===== config.mk =====
export PLATFORM = sky130hd
export DESIGN_NAME = fp_addsub_seq_flat
export DESIGN_NICKNAME = d
export VERILOG_FILES = /design/src/rtl/fp_addsub_seq_if.sv /design/src/rtl/fp_addsub_seq.sv /design/src/flat_wrapper.sv
export SDC_FILE = /design/constraint.sdc
export NUM_CORES = 1
export LEC_CHECK = 0
export BUFFER_PORTS_ARGS = -buffer_cell sky130_fd_sc_hd__buf_2
export CORE_MARGIN = 2
export CORE_UTILIZATION = 55
export DETAILED_ROUTE_END_ITERATION = 6
export PLACE_DENSITY = 0.76
export SLEW_MARGIN = 10
export SYNTH_ARGS = -nofsm -noshare
export SYNTH_HDL_FRONTEND = slang
export SYNTH_SLANG_ARGS = --single-unit
export TNS_END_PERCENT = 100

===== constraint.sdc =====
create_clock -name clk -period 3.8 [get_ports clk]
set_input_delay 0.38 -clock clk [delete_from_list [all_inputs] [get_ports clk]]
set_output_delay 0.38 -clock clk [all_outputs]
set_load 0.1 [all_outputs]

===== src/rtl/fp_addsub_seq_if.sv =====
// Operand/result handshake bundle for the sequential float add/subtract unit.
// The slave side belongs to the unit; the master side belongs to the producer/consumer.
interface fp_addsub_seq_if #(
  parameter int MANT_W = 11,
  parameter int EXP_W  = 5
);
  logic              in_valid;
  logic              in_ready;
  logic [MANT_W-1:0] inp1;
  logic              sgn1;
  logic [EXP_W-1:0]  exp1;
  logic [MANT_W-1:0] inp2;
  logic              sgn2;
  logic [EXP_W-1:0]  exp2;
  logic              operatin;
  logic              out_valid;
  logic              out_ready;
  logic [MANT_W-1:0] out;
  logic              sgnout;
  logic [EXP_W-1:0]  outexp;
  logic              flag_zero;
  logic              flag_ovf;
  logic              flag_udf;

  modport master (
    output in_valid, inp1, sgn1, exp1, inp2, sgn2, exp2, operatin, out_ready,
    input  in_ready, out_valid, out, sgnout, outexp, flag_zero, flag_ovf, flag_udf
  );

  modport slave (
    input  in_valid, inp1, sgn1, exp1, inp2, sgn2, exp2, operatin, out_ready,
    output in_ready, out_valid, out, sgnout, outexp, flag_zero, flag_ovf, flag_udf
  );
endinterface


===== src/rtl/fp_addsub_seq.sv =====
// Multi-cycle sign-magnitude float add/subtract: serial alignment and normalisation,
// one bit per cycle, with valid/ready on both sides and zero/overflow/underflow flags.
module fp_addsub_seq #(
  parameter int MANT_W = 11,
  parameter int EXP_W  = 5
) (
  input logic            clk,
  input logic            rst,
  fp_addsub_seq_if.slave bus
);
  typedef enum logic [2:0] {IDLE, ALIGN, ADD, NORM, DONE} state_t;

  localparam logic [EXP_W-1:0] EXP_MAX = '1;

  state_t            state;
  logic [MANT_W-1:0] mant_a, mant_b;
  logic [EXP_W-1:0]  exp_a, diff;
  logic              sgn_a, eff_sub;
  logic [MANT_W:0]   sum;

  logic              in_ready_q, out_valid_q, sgnout_q;
  logic              zero_q, ovf_q, udf_q;
  logic [MANT_W-1:0] out_q;
  logic [EXP_W-1:0]  outexp_q;

  // A zero mantissa orders as exponent 0 so it can never be the larger operand.
  logic [EXP_W-1:0] e1, e2;
  logic             s2_eff, swap;
  assign e1     = (bus.inp1 == '0) ? '0 : bus.exp1;
  assign e2     = (bus.inp2 == '0) ? '0 : bus.exp2;
  assign s2_eff = bus.sgn2 ^ bus.operatin;
  assign swap   = {e1, bus.inp1} < {e2, bus.inp2};

  assign bus.in_ready  = in_ready_q;
  assign bus.out_valid = out_valid_q;
  assign bus.out       = out_q;
  assign bus.sgnout    = sgnout_q;
  assign bus.outexp    = outexp_q;
  assign bus.flag_zero = zero_q;
  assign bus.flag_ovf  = ovf_q;
  assign bus.flag_udf  = udf_q;

  always_ff @(posedge clk or posedge rst) begin
    if (rst) begin
      state       <= IDLE;
      mant_a      <= '0;
      mant_b      <= '0;
      exp_a       <= '0;
      diff        <= '0;
      sgn_a       <= 1'b0;
      eff_sub     <= 1'b0;
      sum         <= '0;
      in_ready_q  <= 1'b0;
      out_valid_q <= 1'b0;
      sgnout_q    <= 1'b0;
      zero_q      <= 1'b0;
      ovf_q       <= 1'b0;
      udf_q       <= 1'b0;
      out_q       <= '0;
      outexp_q    <= '0;
    end else begin
      case (state)
        IDLE: begin
          if (in_ready_q && bus.in_valid) begin
            if (swap) begin
              mant_a <= bus.inp2;
              exp_a  <= e2;
              sgn_a  <= s2_eff;
              mant_b <= bus.inp1;
              diff   <= e2 - e1;
            end else begin
              mant_a <= bus.inp1;
              exp_a  <= e1;
              sgn_a  <= bus.sgn1;
              mant_b <= bus.inp2;
              diff   <= e1 - e2;
            end
            eff_sub    <= bus.sgn1 ^ s2_eff;
            in_ready_q <= 1'b0;
            state      <= ALIGN;
          end else begin
            in_ready_q <= 1'b1;
          end
        end

        // Far-apart exponents take a two-cycle shortcut instead of shifting B to zero.
        ALIGN: begin
          if (diff == '0) begin
            state <= ADD;
          end else if (32'(diff) > MANT_W) begin
            mant_b <= '0;
            diff   <= '0;
          end else begin
            mant_b <= mant_b >> 1;
            diff   <= diff - 1'b1;
          end
        end

        ADD: begin
          if (eff_sub)
            sum <= {1'b0, mant_a} - {1'b0, mant_b};
          else
            sum <= {1'b0, mant_a} + {1'b0, mant_b};
          state <= NORM;
        end

        NORM: begin
          if (sum[MANT_W]) begin
            if (exp_a == EXP_MAX) begin
              out_q    <= '1;
              outexp_q <= '1;
              ovf_q    <= 1'b1;
            end else begin
              out_q    <= sum[MANT_W:1];
              outexp_q <= exp_a + 1'b1;
            end
            sgnout_q    <= sgn_a;
            out_valid_q <= 1'b1;
            state       <= DONE;
          end else if (sum == '0) begin
            out_q       <= '0;
            outexp_q    <= '0;
            sgnout_q    <= 1'b0;
            zero_q      <= 1'b1;
            out_valid_q <= 1'b1;
            state       <= DONE;
          end else if (sum[MANT_W-1]) begin
            out_q       <= sum[MANT_W-1:0];
            outexp_q    <= exp_a;
            sgnout_q    <= sgn_a;
            out_valid_q <= 1'b1;
            state       <= DONE;
          end else if (exp_a == '0) begin
            // No exponent left to borrow from: flush the denormal result to zero.
            out_q       <= '0;
            outexp_q    <= '0;
            sgnout_q    <= 1'b0;
            zero_q      <= 1'b1;
            udf_q       <= 1'b1;
            out_valid_q <= 1'b1;
            state       <= DONE;
          end else begin
            sum   <= sum << 1;
            exp_a <= exp_a - 1'b1;
          end
        end

        DONE: begin
          if (bus.out_ready) begin
            out_valid_q <= 1'b0;
            zero_q      <= 1'b0;
            ovf_q       <= 1'b0;
            udf_q       <= 1'b0;
            in_ready_q  <= 1'b1;
            state       <= IDLE;
          end
        end

        default: state <= IDLE;
      endcase
    end
  end
endmodule


===== src/flat_wrapper.sv =====
// flat-port wrapper written by rule: the top's interface ports become plain ports
module fp_addsub_seq_flat 
#(
  parameter int MANT_W = 11,
  parameter int EXP_W  = 5
)
  (clk, rst, bus_in_valid, bus_inp1, bus_sgn1, bus_exp1, bus_inp2, bus_sgn2, bus_exp2, bus_operatin, bus_out_ready, bus_in_ready, bus_out_valid, bus_out, bus_sgnout, bus_outexp, bus_flag_zero, bus_flag_ovf, bus_flag_udf);
  fp_addsub_seq_if #(.MANT_W(MANT_W), .EXP_W(EXP_W)) bus_i ();
  input logic clk;
  input logic rst;
  input wire logic [$bits(bus_i.in_valid)-1:0] bus_in_valid;
  input wire logic [$bits(bus_i.inp1)-1:0] bus_inp1;
  input wire logic [$bits(bus_i.sgn1)-1:0] bus_sgn1;
  input wire logic [$bits(bus_i.exp1)-1:0] bus_exp1;
  input wire logic [$bits(bus_i.inp2)-1:0] bus_inp2;
  input wire logic [$bits(bus_i.sgn2)-1:0] bus_sgn2;
  input wire logic [$bits(bus_i.exp2)-1:0] bus_exp2;
  input wire logic [$bits(bus_i.operatin)-1:0] bus_operatin;
  input wire logic [$bits(bus_i.out_ready)-1:0] bus_out_ready;
  output wire logic [$bits(bus_i.in_ready)-1:0] bus_in_ready;
  output wire logic [$bits(bus_i.out_valid)-1:0] bus_out_valid;
  output wire logic [$bits(bus_i.out)-1:0] bus_out;
  output wire logic [$bits(bus_i.sgnout)-1:0] bus_sgnout;
  output wire logic [$bits(bus_i.outexp)-1:0] bus_outexp;
  output wire logic [$bits(bus_i.flag_zero)-1:0] bus_flag_zero;
  output wire logic [$bits(bus_i.flag_ovf)-1:0] bus_flag_ovf;
  output wire logic [$bits(bus_i.flag_udf)-1:0] bus_flag_udf;
  assign bus_i.in_valid = bus_in_valid;
  assign bus_i.inp1 = bus_inp1;
  assign bus_i.sgn1 = bus_sgn1;
  assign bus_i.exp1 = bus_exp1;
  assign bus_i.inp2 = bus_inp2;
  assign bus_i.sgn2 = bus_sgn2;
  assign bus_i.exp2 = bus_exp2;
  assign bus_i.operatin = bus_operatin;
  assign bus_i.out_ready = bus_out_ready;
  assign bus_in_ready = bus_i.in_ready;
  assign bus_out_valid = bus_i.out_valid;
  assign bus_out = bus_i.out;
  assign bus_sgnout = bus_i.sgnout;
  assign bus_outexp = bus_i.outexp;
  assign bus_flag_zero = bus_i.flag_zero;
  assign bus_flag_ovf = bus_i.flag_ovf;
  assign bus_flag_udf = bus_i.flag_udf;
  fp_addsub_seq #(.MANT_W(MANT_W), .EXP_W(EXP_W)) u_core (.clk(clk), .rst(rst), .bus(bus_i));
endmodule

==> qor.txt <==
Status -> completed
FF+latch area -> 1780 sq um
Routed wire length -> 11.4 mm
DIE HEIGHT -> 100 um
DIE AREA -> 10,100 sq um
DRT iter0 DRCs -> 181
CTS Sinks -> 71
First-pass DRT Iterations -> 5
Final-report max-slew violation count -> 0
Synthesized flop and latch total -> 71
Die width -> 100 um
Worst EP arrival -> 3.19 ns
Core Box Area -> 9110 sq um
CP Capture Type -> flop
Worst Path Required -> 4.03 ns
Setup TNS Final -> 0 ns
Finish-stage setup viols -> 0
Syn_nets -> 682
# port buffers -> 60
FFs w/ async S/R, synth -> 100%
Worst skew pair latency -> 0.35 ns
Initial cell density of the core -> 56.0%
Vias post-DR -> 4,463
HPWL Detailed -> 8.79 mm
Mapped cell area -> 5100 sq um
Final critical-path required period -> 2.95 ns
Gr ovfl total -> 0
TritonCTS Buffers -> 9
Post-synth EDFFs -> 0
Peak Freq -> 0.338 GHz
Remaining antenna violation count -> 0
Most common cell after layout, fill and taps aside -> dfrtp_1
GPL Wtd Cong -> 0.830
Startpoint types -> input pin
I/O pin total -> 61
Area of the multi-input gates -> 3000 sq um
Tcrit/Tclk final -> 77.8%
Antenna violations before repair -> 0
CTS Root Cell -> clkbuf_8
Worst Path Max Fanout -> 33
Vias/cell -> 5.86
RSZ-0062 raised after global routing -> false
Hold Crit Class -> input pin to async pin
Least-Margin Pin Slew -> 1.12 ns
Synth Warn # -> 0
Ys flop type -> dfrtp_1
Layout cells sized above 1 -> 16.0%
Vias in the first global route -> 4,181
Antenna cells -> 0
Global-route wire length before repair -> 19.7 mm
Area grow syn2layout -> 10.0%
Number of hold buffers added after cts -> 0
Largest net degree at the start of global routing -> 48
Post-Synthesis Cells -> 603
Unique masters post-synth -> 58
Kind of critical path -> input pin to flop
Final net count -> 724
DRC -> 0
CTS resizes -> 0
Max Clock Skew -> 0.00696 ns
Reg clk slew, reported paths -> 0.08 ns
Row cnt -> 35
Final hold violation count -> 0
Filler cells -> 836
Total of max-cap violations -> 0
# Post-CTS Setup Buffers -> 0
Worst slew margin -> 25.1%
Most frequent cells in the layout -> 71 x dfrtp_1, 61 x nand2_1, 60 x buf_2
Total global routing track utilization -> 24.2%
Seq/Total Area, Yosys -> 34.9%
CTS tree -> done
H-tree depth -> 3
Clock buffer depth -> 2
Routed length per instance -> 15.0 um
Average cell area after synthesis -> 8.45 sq um
[through the flow]
stage	hold WS, ns	std cells	setup WS, ns	utilization (%)	area (sq um)
after CTS	0.275	761	0.861	61.6	5610
after floorplan	0.450	603	1.25	-	5100
after global routing	0.341	761	0.507	61.6	5610
after detailed placement	0.461	745	0.473	59.3	5400
final	0.239	761	0.845	61.6	5610
after global placement	0.455	745	0.499	59.3	5400
[layer usage]
layer  GRT usage [%]  routed length (um)  up-vias
li1                -                   -     2237
met1            33.6                5400     2082
met2            39.3                5310      134
met3            3.97                 578       10
met4            6.74                 138        0
met5               0                   0        -
[critical path, cell delays in order]
cell,delay [ns]
buf_2,0.12
nor4_1,0.28
nand3_1,0.24
nand2_1,0.19
inv_1,0.06
ha_1,0.37
a21oi_1,0.21
o21ai_0,0.12
a21oi_1,0.24
o31ai_4,0.17
buf_4,0.28
nand2_1,0.09
o21ai_0,0.11
a221o_1,0.32
[state kept, by name, indices dropped and copies added (netlist names), 3 cells and up]
name,flops
u_core.sum,12
u_core.bus.out,11
u_core.mant_a,11
u_core.mant_b,11
u_core.bus.outexp,5
u_core.diff,5
u_core.exp_a,5
u_core.state,3
[cells by family after synthesis]
| group | after synthesis | share of synthesized area [%] |
|---|---|---|
| fa+ha+maj | 40 | 10.3 |
| flops | 71 | 34.9 |
| buf+inv | 73 | 6.43 |
| compound gates | 186 | 22.9 |
| simple gates | 194 | 18.4 |
| xor+xnor | 20 | 3.44 |
| mux | 19 | 3.73 |
[final cells by class]
type	count	area share, %
Sequential cell	71	31.7
Tap cell	111	2.48
Clock buffer	11	2.70
Inverter	39	2.61
Clock inverter	5	1.00
Multi-Input combinational cell	459	53.5
Timing Repair Buffer	65	6.02
[cells in the mapped netlist, types with 2 or more instances]
cell	instances	area share, %
o31ai_2	2	0.49
clkbuf_1	17	1.3
inv_1	38	2.8
a31oi_1	15	1.8
a22oi_1	18	2.7
nand4_1	6	0.74
nand3b_1	12	1.8
a221o_1	2	0.39
nor3_1	16	1.6
nand2b_1	6	0.74
nand3_1	8	0.79
fa_1	3	1.2
nand2_1	61	4.5
and3_1	2	0.25
nor4_1	10	1.2
o21ai_0	53	5.2
and2_1	3	0.37
buf_6	4	0.88
o21ai_2	10	1.7
ha_1	37	9.1
or3_1	4	0.49
buf_2	10	0.98
nor2b_1	2	0.25
xor2_1	3	0.52
o21a_1	3	0.44
a21oi_1	44	4.3
o221ai_1	5	0.86
mux2i_1	19	3.7
xnor2_1	17	2.9
a211oi_1	3	0.44
o21ai_1	7	0.69
a21o_1	10	1.5
nor2_1	55	4.1
o31ai_1	2	0.29
dfrtp_1	71	35
buf_4	3	0.44
[final timing paths]
path	from	end	slack (ns)	cells past startpoint
min	rst	u_core.diff[0]	0.24	2
max in group asynchronous	rst	u_core.bus.out[1]	2.69	3
max reg2reg	u_core.mant_b[0]	u_core.sum[5]	1.14	11
max	bus_inp2[10]	u_core.exp_a[0]	0.85	14
min reg2reg	u_core.bus.outexp[3]	u_core.bus.outexp[3]	0.48	1
min in group clk	bus_out_ready	u_core.state[0]	0.33	3
Power is left out: the tool's default activity adds up to more than one toggle a clock period on the data nets, which glitch-free logic cannot reach.
